### src/rtl/muldiv_pkg.sv
// -----------------------------------------------------------------------------
// muldiv_pkg
// Shared definitions for the iterative multiply/divide unit: operand width,
// iteration count, op encodings and the FSM state type.
// Configuration macro: MULDIV_DIV_EN (see muldiv_unit / muldiv_step).
// -----------------------------------------------------------------------------
package muldiv_pkg;

    localparam int XLEN         = 32;
    localparam int MULDIV_STEPS = 32;
    localparam int CNT_W        = $clog2(MULDIV_STEPS);

    localparam logic [1:0] OP_MULT  = 2'b00;
    localparam logic [1:0] OP_MULTU = 2'b01;
    localparam logic [1:0] OP_DIV   = 2'b10;
    localparam logic [1:0] OP_DIVU  = 2'b11;

    typedef enum logic [1:0] {
        ST_IDLE = 2'b00,
        ST_CALC = 2'b01,
        ST_FIX  = 2'b10
    } state_t;

endpackage

### src/rtl/muldiv_step.sv
// -----------------------------------------------------------------------------
// muldiv_step
// One combinational iteration of the multiply/divide sequence.
//   Multiply: acc = {partial_product_hi, multiplier}; add the multiplicand to
//             the upper half when the current multiplier bit is 1, then shift
//             the whole 64-bit accumulator right by one.
//   Divide:   acc = {remainder, dividend/quotient}; shift left one bit into a
//             33-bit partial remainder, trial-subtract the divisor and shift
//             the quotient bit into the low end (restoring division).
// Configuration: MULDIV_DIV_EN enables the divide path and the div_mode port.
// Ports:
//   div_mode  in   1       select divide iteration (MULDIV_DIV_EN only)
//   acc_in    in   2*XLEN  accumulator before this step
//   operand   in   XLEN    multiplicand (multiply) or divisor (divide)
//   acc_out   out  2*XLEN  accumulator after this step
// -----------------------------------------------------------------------------
module muldiv_step
    import muldiv_pkg::*;
(
`ifdef MULDIV_DIV_EN
    input  logic                div_mode,
`endif
    input  logic [2*XLEN-1:0]   acc_in,
    input  logic [XLEN-1:0]     operand,
    output logic [2*XLEN-1:0]   acc_out
);

    logic [XLEN:0]      mul_sum;
    logic [2*XLEN-1:0]  mul_next;

    always_comb begin
        // 33-bit sum keeps the carry, which becomes the new MSB after the shift
        mul_sum  = {1'b0, acc_in[2*XLEN-1:XLEN]}
                 + (acc_in[0] ? {1'b0, operand} : {(XLEN+1){1'b0}});
        mul_next = {mul_sum, acc_in[XLEN-1:1]};
    end

`ifdef MULDIV_DIV_EN
    logic [XLEN:0]      rem_shift;
    logic [XLEN-1:0]    rem_diff;
    logic               q_bit;
    logic [2*XLEN-1:0]  div_next;

    always_comb begin
        rem_shift = {acc_in[2*XLEN-1:XLEN], acc_in[XLEN-1]};
        q_bit     = (rem_shift >= {1'b0, operand});
        // When the subtraction succeeds the true difference is below the
        // divisor, so the low 32 bits of a modular subtract are exact.
        rem_diff  = rem_shift[XLEN-1:0] - operand;
        div_next  = {(q_bit ? rem_diff : rem_shift[XLEN-1:0]),
                     acc_in[XLEN-2:0], q_bit};
        acc_out   = div_mode ? div_next : mul_next;
    end
`else
    assign acc_out = mul_next;
`endif

endmodule

### src/rtl/muldiv_unit.sv
// -----------------------------------------------------------------------------
// muldiv_unit
// Iterative MIPS multiply/divide unit with architectural HI/LO registers.
// MULT/MULTU/DIV/DIVU take 32 CALC steps plus one FIX step that applies the
// result signs and writes HI/LO. MTHI/MTLO write HI/LO directly when idle.
// Configuration macro: MULDIV_DIV_EN. When undefined the divider is compiled
// out; DIV/DIVU go straight to FIX, leave HI/LO unchanged and still pulse done.
// Ports:
//   clk     in   1     clock
//   rst_n   in   1     asynchronous active-low reset
//   start   in   1     launch op (ignored while busy)
//   op      in   2     00 MULT, 01 MULTU, 10 DIV, 11 DIVU
//   rs_val  in   XLEN  operand A (multiplicand/dividend), MTHI/MTLO data
//   rt_val  in   XLEN  operand B (multiplier/divisor)
//   mthi    in   1     write rs_val to HI (idle, no start)
//   mtlo    in   1     write rs_val to LO (idle, no start)
//   hi      out  XLEN  HI register
//   lo      out  XLEN  LO register
//   busy    out  1     operation in flight
//   done    out  1     one-cycle pulse when HI/LO take a new result
// -----------------------------------------------------------------------------
module muldiv_unit
    import muldiv_pkg::*;
(
    input  logic            clk,
    input  logic            rst_n,
    input  logic            start,
    input  logic [1:0]      op,
    input  logic [XLEN-1:0] rs_val,
    input  logic [XLEN-1:0] rt_val,
    input  logic            mthi,
    input  logic            mtlo,
    output logic [XLEN-1:0] hi,
    output logic [XLEN-1:0] lo,
    output logic            busy,
    output logic            done
);

    function automatic logic [XLEN-1:0] neg_if(input logic [XLEN-1:0] v,
                                              input logic            neg);
        return neg ? (~v + 1'b1) : v;
    endfunction

    function automatic logic [2*XLEN-1:0] neg_if_wide(input logic [2*XLEN-1:0] v,
                                                      input logic              neg);
        return neg ? (~v + 1'b1) : v;
    endfunction

    state_t             state;
    logic [CNT_W-1:0]   step_cnt;
    logic [2*XLEN-1:0]  acc;
    logic [2*XLEN-1:0]  acc_nxt;
    logic [XLEN-1:0]    operand;
    logic               is_div;
    logic               neg_res;
`ifdef MULDIV_DIV_EN
    logic               neg_rem;
    logic               div_zero;
    logic [XLEN-1:0]    rs_raw;
`endif

    logic               is_signed;
    logic [XLEN-1:0]    a_mag;
    logic [XLEN-1:0]    b_mag;
    logic               accept;
    logic [2*XLEN-1:0]  prod;
    logic [XLEN-1:0]    fix_hi;
    logic [XLEN-1:0]    fix_lo;

    // Operand conditioning: |0x80000000| stays 0x80000000 and is then
    // treated as an unsigned magnitude by the iterations.
    always_comb begin
        is_signed = ~op[0];
        a_mag     = neg_if(rs_val, is_signed & rs_val[XLEN-1]);
        b_mag     = neg_if(rt_val, is_signed & rt_val[XLEN-1]);
        accept    = (state == ST_IDLE) && start;
    end

    muldiv_step u_step (
`ifdef MULDIV_DIV_EN
        .div_mode (is_div),
`endif
        .acc_in   (acc),
        .operand  (operand),
        .acc_out  (acc_nxt)
    );

    // Datapath registers: loaded at start, iterated in CALC
    always_ff @(posedge clk) begin
        if (accept) begin
            is_div  <= op[1];
            neg_res <= is_signed & (rs_val[XLEN-1] ^ rt_val[XLEN-1]);
            if (op[1]) begin
                acc     <= {{XLEN{1'b0}}, a_mag};
                operand <= b_mag;
            end else begin
                acc     <= {{XLEN{1'b0}}, b_mag};
                operand <= a_mag;
            end
`ifdef MULDIV_DIV_EN
            neg_rem  <= is_signed & rs_val[XLEN-1];
            div_zero <= (rt_val == '0);
            rs_raw   <= rs_val;
`endif
        end else if (state == ST_CALC) begin
            acc <= acc_nxt;
        end
    end

    // FIX-stage sign correction
    always_comb begin
        prod   = neg_if_wide(acc, neg_res);
        fix_hi = prod[2*XLEN-1:XLEN];
        fix_lo = prod[XLEN-1:0];
`ifdef MULDIV_DIV_EN
        if (is_div) begin
            if (div_zero) begin
                fix_hi = rs_raw;
                fix_lo = '1;
            end else begin
                fix_hi = neg_if(acc[2*XLEN-1:XLEN], neg_rem);
                fix_lo = neg_if(acc[XLEN-1:0], neg_res);
            end
        end
`endif
    end

    // Control FSM and architectural HI/LO
    always_ff @(posedge clk or negedge rst_n) begin
        if (!rst_n) begin
            state    <= ST_IDLE;
            step_cnt <= '0;
            hi       <= '0;
            lo       <= '0;
            busy     <= 1'b0;
            done     <= 1'b0;
        end else begin
            done <= 1'b0;
            case (state)
                ST_IDLE: begin
                    if (start) begin
                        busy <= 1'b1;
`ifdef MULDIV_DIV_EN
                        state <= ST_CALC;
`else
                        state <= op[1] ? ST_FIX : ST_CALC;
`endif
                    end else begin
                        if (mthi) hi <= rs_val;
                        if (mtlo) lo <= rs_val;
                    end
                end
                ST_CALC: begin
                    // 5-bit counter wraps 31->0 on exit
                    step_cnt <= step_cnt + 1'b1;
                    if (step_cnt == CNT_W'(MULDIV_STEPS - 1)) begin
                        state <= ST_FIX;
                    end
                end
                ST_FIX: begin
                    state <= ST_IDLE;
                    busy  <= 1'b0;
                    done  <= 1'b1;
`ifdef MULDIV_DIV_EN
                    hi <= fix_hi;
                    lo <= fix_lo;
`else
                    if (!is_div) begin
                        hi <= fix_hi;
                        lo <= fix_lo;
                    end
`endif
                end
                default: begin
                    state <= ST_IDLE;
                    busy  <= 1'b0;
                end
            endcase
        end
    end

endmodule

### config.mk
export PLATFORM = sky130hd
export DESIGN_NAME = muldiv_unit
export DESIGN_NICKNAME = d
export VERILOG_FILES = /design/src/rtl/muldiv_pkg.sv /design/src/rtl/muldiv_step.sv /design/src/rtl/muldiv_unit.sv
export SDC_FILE = /design/constraint.sdc
export NUM_CORES = 1
export LEC_CHECK = 0
export CAP_MARGIN = 20
export CELL_PAD_IN_SITES_DETAIL_PLACEMENT = 0
export CELL_PAD_IN_SITES_GLOBAL_PLACEMENT = 1
export CORE_ASPECT_RATIO = 0.75
export CORE_MARGIN = 1.5
export CORE_UTILIZATION = 29
export CTS_BUF_LIST = sky130_fd_sc_hd__clkbuf_16
export DETAILED_ROUTE_END_ITERATION = 7
export PLACE_DENSITY_LB_ADDON = 0.05
export SETUP_SLACK_MARGIN = 0.05
export SLEW_MARGIN = 20
export SYNTH_ARGS = -nofsm -noshare
export SYNTH_HDL_FRONTEND = slang
export SYNTH_SLANG_ARGS = --single-unit
### constraint.sdc
create_clock -name clk -period 5.7 [get_ports clk]
set_input_delay 1.425 -clock clk [delete_from_list [all_inputs] [get_ports clk]]
set_output_delay 1.425 -clock clk [all_outputs]
set_load 0.01 [all_outputs]
==> results.txt, run 1 <==
----------------------------------------------------
[Final layout]
  Post-route design area ... 14400 sq um
  # nets final ... 1567
  Utilization after layout ... 35.4%
  Most common cell after layout, fill and taps aside ... sky130_fd_sc_hd__nor2_1
  Multi-input gate area in the final layout ... 6770 sq um
  Proportion of layout cells with a drive suffix above 1 ... 4.76%
  Relative area change from synthesis to final layout ... 20.7%
  Area taken by flip-flops and latches ... 4770 sq um
  Filler instances ... 4223
  Top library cells by usage in the layout, fill and taps aside ... sky130_fd_sc_hd__nor2_1 (176), sky130_fd_sc_hd__nand2_1 (149), sky130_fd_sc_hd__clkdlybuf4s50_1 (134), sky130_fd_sc_hd__a21oi_1 (114), sky130_fd_sc_hd__o21ai_0 (104)

[Worst setup path]
  CP most frequent cell ... sky130_fd_sc_hd__o21ai_0
  Sort of element at the end of the critical path ... flop
  Cell Chain, Critical Path ... and2_1 > ha_1 > fa_1 > a211oi_1 > o21ai_0 > a22oi_1 > a31oi_1 > a221oi_1 > o21ai_0 > mux2i_1
  Crit path required time ... 5.90 ns
  Critical Path AT ... 4.41 ns
  Largest incremental delay on the critical path ... 0.74 ns
  Critical path's top delay family ... compound AO/OA/AOI/OAI gates
  Critical Path Start Type ... flop
  Slowest-stage cell, CP ... sky130_fd_sc_hd__edfxtp_1
  Class of the most critical setup path ... flop to flop
  Critical path fanouts, max ... 29
  Buffering stage count on the worst path with inverters included ... 0

[Clocking]
  Clock tree from TritonCTS ... done
  CTS Root Buffer Type ... sky130_fd_sc_hd__clkbuf_16
  Post_cts resized ... 0
  Hold-fix buffers, CTS ... 0
  Cts bufs inserted ... 17
  Number of post-CTS setup repair buffers ... 0
  Clock-pin slew of the registers on the worst-case setup and hold paths ... 0.07 ns
  Clock Sink Count ... 171
  Largest buffer count on any clock path ... 2
  Clk_lat worst skew ... 0.46 ns
  H-tree Lvls ... 4

[STA]
  Final worst-path cycle share ... 73.9%
  Hold slack ... 0.478 ns
  Worst slew margin ... 27.6%
  Worst-margin pin slew ... 1.09 ns
  Setup clock skew after layout ... 0.0102 ns
  Fin. max-slew vios ... 0
  Setup TNS ... 0 ns
  Setup-failing EPs final ... 0
  Final Hold Fails ... 0
  Shortest clock period the worst path allows after layout ... 4.21 ns
  Max frequency ... 237 MHz
  RSZ-0062 raised after global routing ... no

[Synth]
  Number of nets produced by synthesis ... 1471
  Cell types with the largest area share after synthesis ... sky130_fd_sc_hd__edfxtp_1 (25%), sky130_fd_sc_hd__dfrtp_1 (15%), sky130_fd_sc_hd__xnor2_1 (6.0%)
  Area of the mapped netlist ... 11900 sq um
  Gate Count Post-Synth ... 1362
  Number of synthesis warnings ... 0
  Arithmetic-cell share of the synthesized area counting full adders, half adders and majority gates ... 4.06%
  Main combinational cell family by area after synthesis ... simple AND/OR/NAND/NOR gates
  Number of flops mapped to enable cells by yosys ... 98
  Register bit total from synthesis ... 171
  Area fraction of the dominant cell type after synthesis ... 24.8%
  Cell accounting for the most synthesized area ... sky130_fd_sc_hd__edfxtp_1
  Share of synthesized area spent on multiplexers ... 1.54%
  Syn avg cell area ... 8.73 sq um
  Simple-gate area share of the yosys netlist ... 21.1%
  Ys async rst share ... 42.7%
  Top_reg_cell synth ... sky130_fd_sc_hd__edfxtp_1
  Unique cell type count in the Yosys netlist ... 64
  Area fraction in compound gates after synthesis ... 19.6%
  Proportion of synthesized chip area in sequential cells ... 40.1%
  Xor-xnor portion of the synthesized cell area ... 10.7%

[Die]
  Full die area ... 42200 sq um
  Initial core utilization ... 29.3%
  Floorplan die width ... 237 microns
  Die Span Y ... 178 microns
  Number of primary I/O pins ... 137
  Number of core rows ... 64
  Core area ... 40600 sq um

[Route]
  Mean routed wirelength per cell ... 24.5 microns
  Count of TritonRoute iterations in the first routing pass ... 5
  Uppermost signal routing layer after detailed routing ... met4
  Initial drt markers ... 1018
  Total routed wirelength ... 49000 microns
  Routed metal-1 wire length ... 26700 microns
  DR vias ... 10770
  Routed length on met3 ... 2560 microns
  Drc violations ... 0
  Routed length on met2 ... 19100 microns
  Vias per cell ... 5.39
  Post-route antenna net violation count ... 0

[Placed design]
  IO Port Bufs ... 136
  Final GP Congestion ... 0.885
  HPWL Detailed ... 38300 microns
  Placed Instance Area ... 13800 sq um

[Global route]
  First-pass GRT wire length ... 71000 microns
  Maximum number of pins on one net before global-route repair ... 84
  Total congestion overflow ... 0
  Antenna violations before repair ... 0
  Vias in the first global route ... 10094
  Global-route total usage across every layer ... 23.4%

[Power]
  Proportion of power drawn by the clock network ... 15.8%
  Flop pwr share ... 36.4%
  Net switching power ... 3.52 mW
  Leakage power of the design ... 5.33 nW
  Share of total power consumed by net switching ... 44.8%
  Ratio of total power to cell area ... 547 nW/um^2
  Cell-internal power ... 4.33 mW
  Comb power frac ... 47.8%
  Maximum vdd drop ... 0.257 mV

[Worst hold path]
  Worst hold-check path type ... flop to flop

[Job]
  Count of max-cap constraint violations ... 0

[Status]
  Status ... finished, final reports clean

----------------------------------------------------
## routing by layer
metal | global-route usage [%] | vias to the layer above
li1 | - | 5157
met1 | 37.4 | 5302
met2 | 31.5 | 290
met3 | 4.43 | 21
met4 | 5.26 | 0
met5 | 0 | -
## worst register-to-register path: cells and delay by family, from the launching register on
kind	cells	cell delay (ns)
muxes	1	0.16
adders and majority gates	2	0.70
DFF	1	0.74
AOI/OAI and AO/OA	6	2.03
and+or+nand+nor	1	0.33
## area by class of cell
type                    instances  share of cell area [%]
repair buffers                149                    10.3
inverters                      19                   0.497
clock buffers                  17                    2.96
diodes                          1                  0.0174
multi-input cells            1100                    47.2
well taps                     528                    4.60
clock inverters                15                    1.19
flip-flops and latches        171                    33.2
## flip-flops by register name (all words and copies together) (netlist names)
register  cells
operand      32
neg_res       1
busy          1
is_div        1
lo           32
done          1
state         2
step_cnt      5
hi           32
acc          64
## worst paths after layout
check | start | end | slack (ns) | depth (start not counted)
worst max-delay path | acc[0]$_DFFE_PP_ | acc[59]$_SDFFCE_PP0P_ | 1.49 | 10
worst min-delay path | hi[6]$_DFFE_PN0P_ | hi[6]$_DFFE_PN0P_ | 0.48 | 2
worst max register to register | acc[0]$_DFFE_PP_ | acc[59]$_SDFFCE_PP0P_ | 1.49 | 10
worst min register to register | hi[6]$_DFFE_PN0P_ | hi[6]$_DFFE_PN0P_ | 0.48 | 2
max in group asynchronous | rst_n | hi[26]$_DFFE_PN0P_ | 4.19 | 1
min in group asynchronous | rst_n | done$_DFF_PN0_ | 1.01 | 1
## cell usage after synthesis, types with 14 or more instances
library cell / number
sky130_fd_sc_hd__nor2_1: 177
sky130_fd_sc_hd__nand2_1: 150
sky130_fd_sc_hd__a21oi_1: 114
sky130_fd_sc_hd__o21ai_0: 104
sky130_fd_sc_hd__edfxtp_1: 98
sky130_fd_sc_hd__xnor2_1: 81
sky130_fd_sc_hd__dfrtp_1: 73
sky130_fd_sc_hd__xor2_1: 64
sky130_fd_sc_hd__clkbuf_1: 57
sky130_fd_sc_hd__o31ai_1: 41
sky130_fd_sc_hd__and2_1: 40
sky130_fd_sc_hd__ha_1: 37
sky130_fd_sc_hd__nor3_1: 28
sky130_fd_sc_hd__nand3_1: 25
sky130_fd_sc_hd__inv_1: 17
sky130_fd_sc_hd__mux2i_1: 16
sky130_fd_sc_hd__nand4_1: 16
sky130_fd_sc_hd__or4_1: 16
sky130_fd_sc_hd__a21o_1: 15
sky130_fd_sc_hd__or3_1: 15
sky130_fd_sc_hd__nor4_1: 14
sky130_fd_sc_hd__o211ai_1: 14
## power by group through the flow
| stage | Clock, mW | Sequential (mW) | Combinational [mW] |
|---|---|---|---|
| floorplan | 0 | 2.59 | 2.31 |
| global placement | 0 | 2.85 | 3.76 |
| detailed placement | 0 | 2.86 | 3.75 |
| CTS | 1.26 | 2.84 | 3.77 |
| global route | 1.31 | 2.92 | 4.17 |
| finish | 1.24 | 2.86 | 3.76 |
## stage by stage
stage / instances / total power, mW / setup WS, ns
6_report: 2000 / 7.85 / 1.49
5_1_grt: 1999 / 8.40 / 1.23
4_1_cts: 1999 / 7.86 / 1.53
3_5_place_dp: 1967 / 6.61 / 1.17
3_3_place_gp: 1967 / 6.61 / 1.22
2_1_floorplan: 1362 / 4.90 / 1.62
## logic make-up (layout without fill, tap and decap cells)
group / after synthesis / after routing
flip-flops: 171 / 171
adder cells (fa/ha/maj): 38 / 38
AND/OR/NAND/NOR: 526 / 526
buffers and inverters: 91 / 200
other: 0 / 1
XOR/XNOR: 145 / 145
multiplexers: 18 / 18
AO/OA/AOI/OAI: 373 / 373
(Power assumes the default switching activity.)
==> run 2: changes to the inputs <==
==> constraint.sdc (replaced) <==
create_clock -name clk -period 3.88 [get_ports clk]
set_input_delay 0.97 -clock clk [delete_from_list [all_inputs] [get_ports clk]]
set_output_delay 0.97 -clock clk [all_outputs]
set_load 0.01 [all_outputs]
==> run 2 against run 1 <==
Via count up 1.9%. Clock-buffer cell count up 2. First-iteration DRC count up 17%. Non-clock buffer count up 71. Highest routed layer unchanged. Clock power up 42%. Sequential share of layout area down 1.2 points. Combinational power up 53%. Register-to-register slack worse by 1.2 ns. Worst hold slack worse by 0.0088 ns. Utilization up 1.3 points. Total power up 49%. Flip-flop and latch count unchanged.
==> results.txt, run 2 (synthesis gave the netlist of run 1 again) <==
----------------------------------------------------
[STA]
  Shortest clock period the worst path allows after layout ... 3.63 ns (was 4.21 ns)
  Setup clock skew after layout ... 0.0111 ns (was 0.0102 ns)
  Max frequency ... 276 MHz (was 237 MHz)
  Final Hold Fails ... 0 (unchanged)
  Worst slew margin ... 49.5% (was 27.6%)
  Setup TNS ... 0 ns (unchanged)
  RSZ-0062 raised after global routing ... no (unchanged)
  Worst-margin pin slew ... 0.758 ns (was 1.09 ns)
  Hold slack ... 0.469 ns (was 0.478 ns)
  Setup-failing EPs final ... 0 (unchanged)
  Smallest setup slack after layout ... 0.255 ns (was 1.49 ns)
  Final worst-path cycle share ... 93.4% (was 73.9%)
  Fin. max-slew vios ... 0 (unchanged)

[Worst setup path]
  Cell Chain, Critical Path ... and2_1 > ha_1 > fa_1 > a211oi_1 > o21ai_0 > a22oi_1 > a31oi_1 > a221oi_1 > buf_4 > o21ai_0 > mux2i_1 (was and2_1 > ha_1 > fa_1 > a211oi_1 > o21ai_0 > a22oi_1 > a31oi_1 > a221oi_1 > o21ai_0 > mux2i_1)
  CP most frequent cell ... sky130_fd_sc_hd__o21ai_0 (unchanged)
  Largest incremental delay on the critical path ... 0.46 ns (was 0.74 ns)
  Sort of element at the end of the critical path ... flop (unchanged)
  Class of the most critical setup path ... flop to flop (unchanged)
  Slowest-stage cell, CP ... sky130_fd_sc_hd__fa_1 (was sky130_fd_sc_hd__edfxtp_1)
  Crit path required time ... 4.08 ns (was 5.90 ns)
  Critical Path Start Type ... flop (unchanged)
  Critical Path AT ... 3.82 ns (was 4.41 ns)
  Critical path fanouts, max ... 3 (was 29)

[Final layout]
  Post-route design area ... 14900 sq um (was 14400 sq um)
  Number of flip-flops in the largest register ... 64 (unchanged)
  Proportion of layout cells with a drive suffix above 1 ... 8.95% (was 4.76%)
  Relative area change from synthesis to final layout ... 25.3% (was 20.7%)
  # nets final ... 1638 (was 1567)
  Biggest register ... acc (unchanged)
  Top library cells by usage in the layout, fill and taps aside ... sky130_fd_sc_hd__nor2_1 (176), sky130_fd_sc_hd__nand2_1 (149), sky130_fd_sc_hd__clkdlybuf4s50_1 (134), sky130_fd_sc_hd__a21oi_1 (114), sky130_fd_sc_hd__o21ai_0 (104) (unchanged)
  Most common cell after layout, fill and taps aside ... sky130_fd_sc_hd__nor2_1 (unchanged)
  Number of antenna diodes ... 0 (was 1)
  Filler instances ... 4202 (was 4223)

[Power]
  Ratio of total power to cell area ... 784 nW/um^2 (was 547 nW/um^2)
  Leakage power of the design ... 5.70 nW (was 5.33 nW)
  Maximum vdd drop ... 0.344 mV (was 0.257 mV)

[Die]
  Die Span Y ... 178 microns (unchanged)
  Initial core utilization ... 29.3% (unchanged)
  Number of core rows ... 64 (unchanged)
  Floorplan die width ... 237 microns (unchanged)
  Full die area ... 42200 sq um (unchanged)
  Number of primary I/O pins ... 137 (unchanged)
  Core area ... 40600 sq um (unchanged)

[Clocking]
  Clk_lat worst skew ... 0.46 ns (about the same)
  H-tree Lvls ... 4 (unchanged)
  Number of post-CTS setup repair buffers ... 0 (unchanged)
  Clock-pin slew of the registers on the worst-case setup and hold paths ... 0.07 ns (about the same)
  CTS Root Buffer Type ... sky130_fd_sc_hd__clkbuf_16 (unchanged)
  Clock Sink Count ... 171 (unchanged)
  Post_cts resized ... 0 (unchanged)
  Hold-fix buffers, CTS ... 0 (unchanged)
  Cts bufs inserted ... 17 (unchanged)
  Largest buffer count on any clock path ... 2 (unchanged)
  Clock tree from TritonCTS ... done (unchanged)

[Route]
  Count of TritonRoute iterations in the first routing pass ... 5 (unchanged)
  Mean routed wirelength per cell ... 24.2 microns (was 24.5 microns)
  Post-route antenna net violation count ... 0 (unchanged)
  Initial drt markers ... 1194 (was 1018)
  Vias per cell ... 5.30 (was 5.39)
  Drc violations ... 0 (unchanged)
  Total routed wirelength ... 50000 microns (was 49000 microns)
  DR vias ... 10975 (was 10770)

[Global route]
  Total congestion overflow ... 0 (unchanged)
  Maximum number of pins on one net before global-route repair ... 55 (was 84)
  Antenna violations before repair ... 0 (unchanged)
  Global-route total usage across every layer ... 23.9% (was 23.4%)
  First-pass GRT wire length ... 72500 microns (was 71000 microns)
  Vias in the first global route ... 10324 (was 10094)

[Placed design]
  HPWL Detailed ... 40100 microns (was 38300 microns)
  Final GP Congestion ... 0.845 (was 0.885)
  Placed Instance Area ... 14300 sq um (was 13800 sq um)
  Setup slack after placement ... 0.0870 ns (was 1.17 ns)
  IO Port Bufs ... 136 (unchanged)

[Worst hold path]
  Worst hold-check path type ... flop to flop (unchanged)

[Job]
  Count of max-cap constraint violations ... 0 (unchanged)

[Status]
  Status ... finished, final reports clean (unchanged)

----------------------------------------------------
run 2: changes by cell type in the layout (fill, tap and decap cells not counted), moves of 2 or more:
cell	delta
sky130_fd_sc_hd__clkbuf_16	+2
sky130_fd_sc_hd__buf_12	+3
sky130_fd_sc_hd__bufinv_16	-2
sky130_fd_sc_hd__inv_6	-3
sky130_fd_sc_hd__clkinvlp_2	-2
sky130_fd_sc_hd__buf_4	+69
sky130_fd_sc_hd__inv_1	+3
run 2: cell type report:
cell class	instances	area (sq um)	share of cell area [%]
Clock buffer	19	475	3.19
Clock inverter	13	100	0.672
Inverter	19	71.3	0.479
Multi-Input combinational cell	1100	6770	45.5
Sequential cell	171	4770	32.0
Tap cell	528	661	4.43
Timing Repair Buffer	220	2050	13.7
run 2: worst paths after layout:
path	start	end	slack (ns)	cells after the start
max reg2reg	acc[0]$_DFFE_PP_	acc[59]$_SDFFCE_PP0P_	0.25	11
min reg2reg	step_cnt[3]$_DFFE_PN0P_	step_cnt[3]$_DFFE_PN0P_	0.47	1
min	step_cnt[3]$_DFFE_PN0P_	step_cnt[3]$_DFFE_PN0P_	0.47	1
max in group asynchronous	rst_n	step_cnt[0]$_DFFE_PN0P_	2.61	2
max	acc[0]$_DFFE_PP_	acc[59]$_SDFFCE_PP0P_	0.25	11
min in group asynchronous	rst_n	lo[7]$_DFFE_PN0P_	0.59	1
run 2: report_power, final:
group / switching [mW] / total [mW] / internal (mW)
registers: 1.12 / 4.17 / 3.05
clock network: 0.808 / 1.76 / 0.953
logic: 3.29 / 5.75 / 2.46
run 2: critical path: cells and delay by family, from the launching register on:
| family | cells | cell delay (ns) |
|---|---|---|
| adders and majority gates | 2 | 0.71 |
| and+or+nand+nor | 1 | 0.21 |
| buffers and inverters | 1 | 0.19 |
| AOI/OAI and AO/OA | 6 | 1.66 |
| DFF | 1 | 0.44 |
| muxes | 1 | 0.15 |
run 2: routing by layer:
metal / up-vias / global-route usage, % / part of all wire, %
li1: 5304 / - / -
met3: 14 / 4.35 / 6.4
met2: 353 / 32.5 / 39
met5: - / 0 / 0
met4: 0 / 3.66 / 0.74
met1: 5304 / 38.6 / 54
run 2: per-stage QoR:
stage	power (mW)	utilization [%]	std cells
final	11.7	36.7	2070
after global routing	12.5	36.7	2070
after CTS	11.7	36.7	2070
after detailed placement	9.90	35.3	2038
after global placement	9.90	35.3	2038
after floorplan	7.20	-	1362
==> run 3: changes to the inputs <==
--- a/config.mk
+++ b/config.mk
@@ -8,7 +8,7 @@
 export CAP_MARGIN = 20
 export CELL_PAD_IN_SITES_DETAIL_PLACEMENT = 0
 export CELL_PAD_IN_SITES_GLOBAL_PLACEMENT = 1
-export CORE_ASPECT_RATIO = 0.75
+export CORE_ASPECT_RATIO = 1.4
 export CORE_MARGIN = 1.5
 export CORE_UTILIZATION = 29
 export CTS_BUF_LIST = sky130_fd_sc_hd__clkbuf_16
==> constraint.sdc (replaced) <==
create_clock -name clk -period 3.8 [get_ports clk]
set_input_delay 0.95 -clock clk [delete_from_list [all_inputs] [get_ports clk]]
set_output_delay 0.95 -clock clk [all_outputs]
set_load 0.01 [all_outputs]
==> run 3 against run 2 <==
Clock-buffer cell count decreased by 1. Register-to-register slack gained 0.03 ns. Sequential share of layout area increased by 0.056 points.
==> results.txt, run 3 (synthesis gave the netlist of run 1 again) <==
----------------------------------------------------
[STA]
  Final worst-path cycle share ... 92.5% (was 93.4%)
  Shortest clock period the worst path allows after layout ... 3.52 ns (was 3.63 ns)
  Worst-margin pin slew ... 1.05 ns (was 0.758 ns)
  Worst slew margin ... 30.0% (was 49.5%)
  Final Hold Fails ... 0 (unchanged)
  Setup TNS ... 0 ns (unchanged)
  Setup clock skew after layout ... 0.0133 ns (was 0.0111 ns)
  Smallest setup slack after layout ... 0.283 ns (was 0.255 ns)
  Hold slack ... 0.381 ns (was 0.469 ns)
  Setup-failing EPs final ... 0 (unchanged)
  Max frequency ... 284 MHz (was 276 MHz)
  RSZ-0062 raised after global routing ... no (unchanged)
  Fin. max-slew vios ... 0 (unchanged)

[Clocking]
  Clock-pin slew of the registers on the worst-case setup and hold paths ... 0.07 ns (about the same)
  Cts bufs inserted ... 17 (unchanged)
  Clk_lat worst skew ... 0.46 ns (about the same)
  CTS Root Buffer Type ... sky130_fd_sc_hd__clkbuf_16 (unchanged)
  Post_cts resized ... 0 (unchanged)
  Clock tree from TritonCTS ... done (unchanged)
  Clock Sink Count ... 171 (unchanged)
  Hold-fix buffers, CTS ... 0 (unchanged)
  Number of post-CTS setup repair buffers ... 0 (unchanged)
  Largest buffer count on any clock path ... 2 (unchanged)
  H-tree Lvls ... 4 (unchanged)

[Worst setup path]
  Critical Path End ... acc[59]$_SDFFCE_PP0P_ (unchanged)
  Crit path required time ... 4.01 ns (was 4.08 ns)
  Critical Path AT ... 3.72 ns (was 3.82 ns)
  Critical Path Start Type ... flop (unchanged)
  Startpoint of the worst-slack reg-to-reg timing path ... acc[0]$_DFFE_PP_ (unchanged)
  Critical path fanouts, max ... 4 (was 3)
  Origin of the worst setup path ... acc[0]$_DFFE_PP_ (unchanged)
  RR Endpoint ... acc[59]$_SDFFCE_PP0P_ (unchanged)
  Class of the most critical setup path ... flop to flop (unchanged)
  R2r setup slk ... 0.28 ns (was 0.25 ns)
  Sort of element at the end of the critical path ... flop (unchanged)
  Worst Reg-to-Reg Cells ... 11 (unchanged)

[Route]
  Mean routed wirelength per cell ... 24.3 microns (was 24.2 microns)
  Vias per cell ... 5.32 (was 5.30)
  Count of TritonRoute iterations in the first routing pass ... 6 (was 5)
  Post-route antenna net violation count ... 0 (unchanged)
  DR vias ... 11043 (was 10975)
  Initial drt markers ... 818 (was 1194)
  Drc violations ... 0 (unchanged)
  Total routed wirelength ... 50500 microns (was 50000 microns)

[Worst hold path]
  Worst hold-check path type ... input pin to async pin (was flop to flop)

[Final layout]
  Number of flip-flops in the largest register ... 64 (unchanged)
  Proportion of layout cells with a drive suffix above 1 ... 9.14% (was 8.95%)
  Top library cells by usage in the layout, fill and taps aside ... sky130_fd_sc_hd__nor2_1 (176), sky130_fd_sc_hd__nand2_1 (149), sky130_fd_sc_hd__clkdlybuf4s50_1 (134), sky130_fd_sc_hd__a21oi_1 (114), sky130_fd_sc_hd__o21ai_0 (104) (unchanged)
  Number of antenna diodes ... 0 (unchanged)
  Biggest register ... acc (unchanged)
  # nets final ... 1638 (unchanged)
  Relative area change from synthesis to final layout ... 25.1% (was 25.3%)
  Most common cell after layout, fill and taps aside ... sky130_fd_sc_hd__nor2_1 (unchanged)

[Job]
  Count of max-cap constraint violations ... 0 (unchanged)

[Die]
  Number of core rows ... 87 (was 64)
  Floorplan die width ... 174 microns (was 237 microns)
  Die Span Y ... 243 microns (was 178 microns)
  Full die area ... 42200 sq um (about the same)
  Initial core utilization ... 29.4% (was 29.3%)
  Number of primary I/O pins ... 137 (unchanged)
  Core area ... 40400 sq um (was 40600 sq um)

[Power]
  Total Power Consumption ... 11.8 mW (was 11.7 mW)
  Maximum vdd drop ... 0.312 mV (was 0.344 mV)
  Ratio of total power to cell area ... 796 nW/um^2 (was 784 nW/um^2)
  Leakage power of the design ... 5.68 nW (was 5.70 nW)

[Status]
  Status ... finished, final reports clean (unchanged)

[Global route]
  Total congestion overflow ... 0 (unchanged)
  Global-route total usage across every layer ... 24.0% (was 23.9%)
  Maximum number of pins on one net before global-route repair ... 74 (was 55)
  First-pass GRT wire length ... 73100 microns (was 72500 microns)
  Antenna violations before repair ... 0 (unchanged)
  Vias in the first global route ... 10971 (was 10324)

[Placed design]
  Final GP Congestion ... 0.835 (was 0.845)
  Setup slack after placement ... 0.100 ns (was 0.0870 ns)
  HPWL Detailed ... 40700 microns (was 40100 microns)
  IO Port Bufs ... 136 (unchanged)

----------------------------------------------------
## run 3: worst max-delay path, cell delays in order, from the launching register on
cell and delay [ns]:
sky130_fd_sc_hd__edfxtp_1 0.47, sky130_fd_sc_hd__and2_1 0.21, sky130_fd_sc_hd__ha_1 0.23, sky130_fd_sc_hd__fa_1 0.44, sky130_fd_sc_hd__a211oi_1 0.31, sky130_fd_sc_hd__o21ai_0 0.20, sky130_fd_sc_hd__a22oi_1 0.34, sky130_fd_sc_hd__a31oi_1 0.26
sky130_fd_sc_hd__a221oi_1 0.38, sky130_fd_sc_hd__buf_4 0.18, sky130_fd_sc_hd__o21ai_0 0.11, sky130_fd_sc_hd__mux2i_1 0.14
## run 3: report_power, final
part	internal [mW]	switching [mW]	total (mW)
combinational	2.49	3.36	5.85
sequential	3.11	1.11	4.22
clock	0.893	0.872	1.76
## run 3: layout make-up
cell class,instances,area (sq um)
Tap cell,534,668
Fill cell,4228,25500
Clock buffer,18,450
Sequential cell,171,4770
Clock inverter,14,109
Inverter,19,71.3
Multi-Input combinational cell,1100,6770
Timing Repair Buffer,220,2030
## run 3: how the worst min path moves through the flow
stage / slack [ns] / from / depth (start not counted) / end
finish: 0.38 / rst_n / 1 / done$_DFF_PN0_
global route: 0.39 / rst_n / 1 / lo[4]$_DFFE_PN0P_
CTS: 0.48 / lo[1]$_DFFE_PN0P_ / 1 / lo[1]$_DFFE_PN0P_
detailed placement: 0.47 / lo[1]$_DFFE_PN0P_ / 1 / lo[1]$_DFFE_PN0P_
global placement: 0.46 / lo[23]$_DFFE_PN0P_ / 2 / lo[23]$_DFFE_PN0P_
floorplan: 0.44 / step_cnt[3]$_DFFE_PN0P_ / 1 / step_cnt[3]$_DFFE_PN0P_
## run 3: metal layers
metal,up-vias,GRT usage (%),wire length [microns]
li1,5304,-,-
met1,5447,27.1,19700
met2,217,44.6,27500
met3,75,2.62,1170
met4,0,11.3,2240
met5,-,0,0
## run 3: stage by stage
| stage | utilization [%] | instances | area (sq um) |
|---|---|---|---|
| floorplan | - | 1362 | 11900 |
| global placement | 35.4 | 2043 | 14300 |
| detailed placement | 35.4 | 2043 | 14300 |
| CTS | 36.8 | 2075 | 14800 |
| global route | 36.8 | 2076 | 14900 |
| finish | 36.8 | 2076 | 14900 |
